### src/rtl/mod_dff_arbiter.sv
// Round-robin arbiter that time-shares one bus_t register stage (mod_main) between N_REQ requesters.
// Optional macro ARB_WATCHDOG_EN: idle grants are revoked after TIMEOUT cycles instead of on first release.
package mod_dff_arbiter_pkg;
    typedef logic [11:0] bus_t;  // {tag, data}
endpackage

module mod_dff_arbiter
    import mod_dff_arbiter_pkg::*;
#(
    parameter int N_REQ     = 4,
    parameter int MAX_BURST = 4,
    parameter int TIMEOUT   = 8,
    localparam int ID_W     = $clog2(N_REQ)
) (
    input  logic              i_clk,
    input  logic              i_rst,
    input  logic [N_REQ-1:0]  i_req,
    input  bus_t              i_D [N_REQ],
    input  logic [N_REQ-1:0]  i_last,
    output logic [N_REQ-1:0]  o_gnt,
    output logic [ID_W-1:0]   o_gnt_id,
    output logic              o_E,
    output bus_t              o_D,
    output logic              o_busy,
    output logic              o_timeout
);

    if (N_REQ < 2 || N_REQ > 8 || MAX_BURST < 1 || MAX_BURST > 15 || TIMEOUT < 1) begin : g_param_check
        $error("mod_dff_arbiter: parameter out of range");
    end

    typedef enum logic {IDLE, GRANT} state_t;

    state_t             state, state_n;
    logic [N_REQ-1:0]   gnt, gnt_n;
    logic [ID_W-1:0]    gnt_id, id_n;
    logic [ID_W-1:0]    ptr, ptr_n;
    logic [3:0]         cnt, cnt_n;
    logic               e, e_n;
    bus_t               d, d_n;
    logic               timeout_n;
    logic               finish;
    logic               found;
    logic [ID_W-1:0]    winner;
    logic [ID_W:0]      cand;

`ifdef ARB_WATCHDOG_EN
    localparam int IDLE_W = $clog2(TIMEOUT + 1);
    logic [IDLE_W-1:0]  idle_cnt, idle_n;
    logic               timeout_q;
`endif

    // NOTE: every signal written here gets a default first, so no path leaves one unassigned and no latch is inferred.
    always_comb begin
        state_n   = state;
        gnt_n     = gnt;
        id_n      = gnt_id;
        ptr_n     = ptr;
        cnt_n     = cnt;
        e_n       = 1'b0;
        d_n       = d;
        timeout_n = 1'b0;
        finish    = 1'b0;
        found     = 1'b0;
        winner    = '0;
        cand      = '0;
`ifdef ARB_WATCHDOG_EN
        idle_n    = idle_cnt;
`endif

        // Rotating priority search starting at the round-robin pointer.
        for (int k = 0; k < N_REQ; k++) begin
            cand = {1'b0, ptr} + (ID_W+1)'(k);
            if (cand >= (ID_W+1)'(N_REQ)) cand = cand - (ID_W+1)'(N_REQ);
            if (!found && i_req[cand[ID_W-1:0]]) begin
                found  = 1'b1;
                winner = cand[ID_W-1:0];
            end
        end

        case (state)
            IDLE: begin
                if (found) begin
                    state_n = GRANT;
                    gnt_n   = N_REQ'(1) << winner;
                    id_n    = winner;
                    cnt_n   = '0;
`ifdef ARB_WATCHDOG_EN
                    idle_n  = '0;
`endif
                end
            end
            GRANT: begin
                if (i_req[gnt_id]) begin
                    e_n   = 1'b1;
                    d_n   = i_D[gnt_id];
                    cnt_n = cnt + 4'd1;
`ifdef ARB_WATCHDOG_EN
                    idle_n = '0;
`endif
                    if (i_last[gnt_id] || cnt == 4'(MAX_BURST - 1)) finish = 1'b1;
                end else begin
`ifdef ARB_WATCHDOG_EN
                    idle_n = idle_cnt + 1'b1;
                    if (idle_n == IDLE_W'(TIMEOUT)) begin
                        finish    = 1'b1;
                        timeout_n = 1'b1;
                    end
`else
                    finish = 1'b1;
`endif
                end
                if (finish) begin
                    state_n = IDLE;
                    gnt_n   = '0;
                    ptr_n   = (gnt_id == ID_W'(N_REQ - 1)) ? '0 : gnt_id + 1'b1;
                end
            end
            default: begin
                state_n = IDLE;
                gnt_n   = '0;
            end
        endcase
    end

    // NOTE: state registers use non-blocking assignments so every flop samples pre-edge values.
    always_ff @(posedge i_clk) begin
        if (i_rst) begin
            state     <= IDLE;
            gnt       <= '0;
            gnt_id    <= '0;
            ptr       <= '0;
            cnt       <= '0;
            e         <= 1'b0;
            d         <= '0;
`ifdef ARB_WATCHDOG_EN
            idle_cnt  <= '0;
            timeout_q <= 1'b0;
`endif
        end else begin
            state     <= state_n;
            gnt       <= gnt_n;
            gnt_id    <= id_n;
            ptr       <= ptr_n;
            cnt       <= cnt_n;
            e         <= e_n;
            d         <= d_n;
`ifdef ARB_WATCHDOG_EN
            idle_cnt  <= idle_n;
            timeout_q <= timeout_n;
`endif
        end
    end

    assign o_gnt    = gnt;
    assign o_gnt_id = gnt_id;
    assign o_E      = e;
    assign o_D      = d;
    assign o_busy   = (state == GRANT);
`ifdef ARB_WATCHDOG_EN
    assign o_timeout = timeout_q;
`else
    assign o_timeout = 1'b0;
    logic unused_timeout;
    assign unused_timeout = timeout_n;
`endif

endmodule

### config.mk
export PLATFORM = sky130hd
export DESIGN_NAME = mod_dff_arbiter
export DESIGN_NICKNAME = d
export VERILOG_FILES = /design/src/rtl/mod_dff_arbiter.sv
export SDC_FILE = /design/constraint.sdc
export NUM_CORES = 1
export LEC_CHECK = 0
export CAP_MARGIN = 20
export CORE_ASPECT_RATIO = 0.7
export CORE_MARGIN = 3
export CORE_UTILIZATION = 39
export CTS_CLUSTER_DIAMETER = 120
export DETAILED_ROUTE_END_ITERATION = 10
export MAX_ROUTING_LAYER = met4
export PLACE_DENSITY = 0.8
export REMOVE_ABC_BUFFERS = 1
export SYNTH_ARGS = -nofsm -noshare
export SYNTH_HDL_FRONTEND = slang
export SYNTH_SLANG_ARGS = --single-unit
### constraint.sdc
create_clock -name i_clk -period 2.1 [get_ports i_clk]
set_input_delay 0.315 -clock i_clk [delete_from_list [all_inputs] [get_ports i_clk]]
set_output_delay 0.315 -clock i_clk [all_outputs]
set_load 0.02 [all_outputs]
==> run metrics <==
first-pass GRT wire length 6490 microns; Post-Synth Adder-Cell Area 1.70%; DIE AREA 4570 sq um; Int Power 0.912 mW; Most used DFF post-synth dfxtp_1; num ports 79; Post-CTS Setup Bufs 0; Area Growth Syn to Fin 59.8%; Hold WC Path Type reg2reg; drc violations 0; Final Hold Viols 0; minimum clock period 1.96 ns; Max Clk Rate 511 MHz; Netlist Area Pre-Place between 1000 and 1500 sq um; pwr dens 536 nW/um^2; critical path peak fanout 16; Clk Latency, worst-skew pair about 0.27 ns; drt initial violations 58; Layout Skew between 0.007 and 0.008 ns; mux share of post-synthesis cell area 30.2%; GP Congestion 0.861; critical path startpoint category register; Seq cells post-synth 26; Antenna diodes 0; Syn Area/Cell 10.7 sq um; simple-gate area share of the yosys netlist 15.9%; max_cap viols 0; Die Y 57.5 microns; CP required 1.78 ns; Max Transition Viols Final 0; CTS tree yes; drt first pass iters 4; Clk pwr share between 20% and 30%; Synth Area in XOR/XNOR under 10%; critical path endpoint category output port; TritonCTS Buffers 3; final period utilization 93.1%; DRT Wirelength 4030 microns; Slew HR 63.0%; GR Overflow Total 0; initial antenna violation count 0; # H-tree levels 1; RSZ-0062 raised after global routing no; DP HPWL 3290 microns; Ys Warns 0; all-layer global routing usage 18.8%; number of I/O port buffers 77; Post-layout nets 278; Cell Rows 18; clock sinks 26; Mapped Cells 138; Post-DP Area 2320 sq um; crit path DAT 1.64 ns; Starting Density 41.2%; Post-synth ARST share 0%; logic gate share of total power 34.4%; Vias 1380; type of the worst setup path reg2out; drt wl/cell 15.2 microns; Post-Layout Inst Area between 2000 and 2500 sq um; Post-synth EDFFs 0; Synth cell types 38; multi-input logic area between 800 and 900 sq um; number of setup violations in the final report 0; Compound-Gate Fraction of Synth Area between 10% and 20%; DR vias/cell 5.19; CTS Root Cell clkbuf_8; share of layout cells above drive strength 1 between 10% and 20%; sequential power share 44.1%; core area 3580 sq um; FF/Latch Area 520 sq um; Bufs on Longest Clock Path 2; outcome finished, final reports clean; Sw Pwr 0.351 mW; Leak Pwr 0.922 nW; register area share after synthesis 35.3%; largest family of logic cells by synthesized area multiplexers; Reg clk slew, reported paths 0.09 ns; vias in the first global route 1394; Setup TNS 0 ns; Die Wd 79.5 microns; Sw Ratio 27.8%; largest net degree at the start of global routing 18; Antenna Nets Post-Route 0; post-cts hold buffer count 0; VDD IR max 0.329 mV; slew of the pin with the lowest slew margin 0.555 ns; post-CTS resize count 0; fillers between 200 and 300
-- registers in the layout, summed over array words and instances, names as in the netlist --
register  flops
cnt           4
o_D          12
o_E           1
o_busy        1
o_gnt         4
o_gnt_id      2
ptr           2
-- power by group through the flow --
stage          Sequential [mW]  Combinational (mW)  Clock [mW]
2_1_floorplan            0.610               0.170           0
3_3_place_gp             0.568               0.424           0
3_5_place_dp             0.570               0.436           0
4_1_cts                  0.559               0.439       0.277
5_1_grt                  0.563               0.464       0.299
6_report                 0.558               0.434       0.271
-- cells in the final DEF, fill, tap and decap left out, types with 4 or more instances in the layout --
cell and instances:
a22oi_1 4, dfxtp_1 26, nor2_1 21, nand3_1 5, nand2b_1 7, mux2i_1 13, a21oi_1 6, buf_4 6
clkdlybuf4s50_1 77, mux4_2 14
-- cells in the mapped netlist (3+ instances only) --
library cell	instances	area [sq um]
mux2i_1	13	130
buf_4	3	22.5
dfxtp_1	26	521
inv_1	3	11.3
nand2_1	3	11.3
a21oi_1	6	30.0
clkbuf_1	3	11.3
mux4_2	14	315
a22oi_1	4	30.0
nand3_1	5	25.0
nand2b_1	7	43.8
nor2_1	21	78.8
-- worst max-delay path: stages, from the launching register on --
cell	delay [ns]
dfxtp_1	0.40
buf_4	0.32
clkdlybuf4s50_1	0.66
-- metrics by stage --
stage | util, % | total power, mW | setup slack [ns] | hold WS, ns | std cells
finish | 65.8 | 1.26 | 0.145 | 0.496 | 266
global route | 65.8 | 1.33 | 0.0418 | 0.521 | 266
CTS | 65.8 | 1.27 | 0.110 | 0.503 | 266
detailed placement | 64.7 | 1.01 | -0.0828 | 0.483 | 263
global placement | 64.7 | 0.992 | 0.00756 | 0.475 | 263
floorplan | - | 0.779 | -0.127 | 0.384 | 129
-- final cells by class --
cell class,count,area share [%]
Clock buffer,3,1.75
Sequential cell,26,22.1
Multi-Input combinational cell,100,37.6
Timing Repair Buffer,84,35.5
Tap cell,50,2.65
Inverter,3,0.478
-- kinds of logic after synthesis --
logic type | count (synthesis)
AOI/OAI and AO/OA | 21
adders and majority gates | 2
muxes | 27
buffers and inverters | 12
other | 1
xor gates and xnor gates | 2
DFF | 26
and+or+nand+nor | 47
-- worst paths after layout --
check                      to  slack [ns]   startpoint  depth (start not counted)
hold reg to reg        o_D[6]        0.50       o_D[6]                          2
hold / removal         o_D[6]        0.50       o_D[6]                          2
setup reg to reg       cnt[3]        0.39  o_gnt_id[1]                          5
setup / recovery  o_gnt_id[0]        0.14  o_gnt_id[0]                          2
-- layer usage --
metal  GRT usage, %  vias up  routed length, microns
met5              -        -                       0
met4           4.66        0                      14
met3           3.63        2                     277
met2           33.1       55                    2030
met1           22.1      663                    1710
li1               -      660                       -
Power figures use the tool's default switching activity.
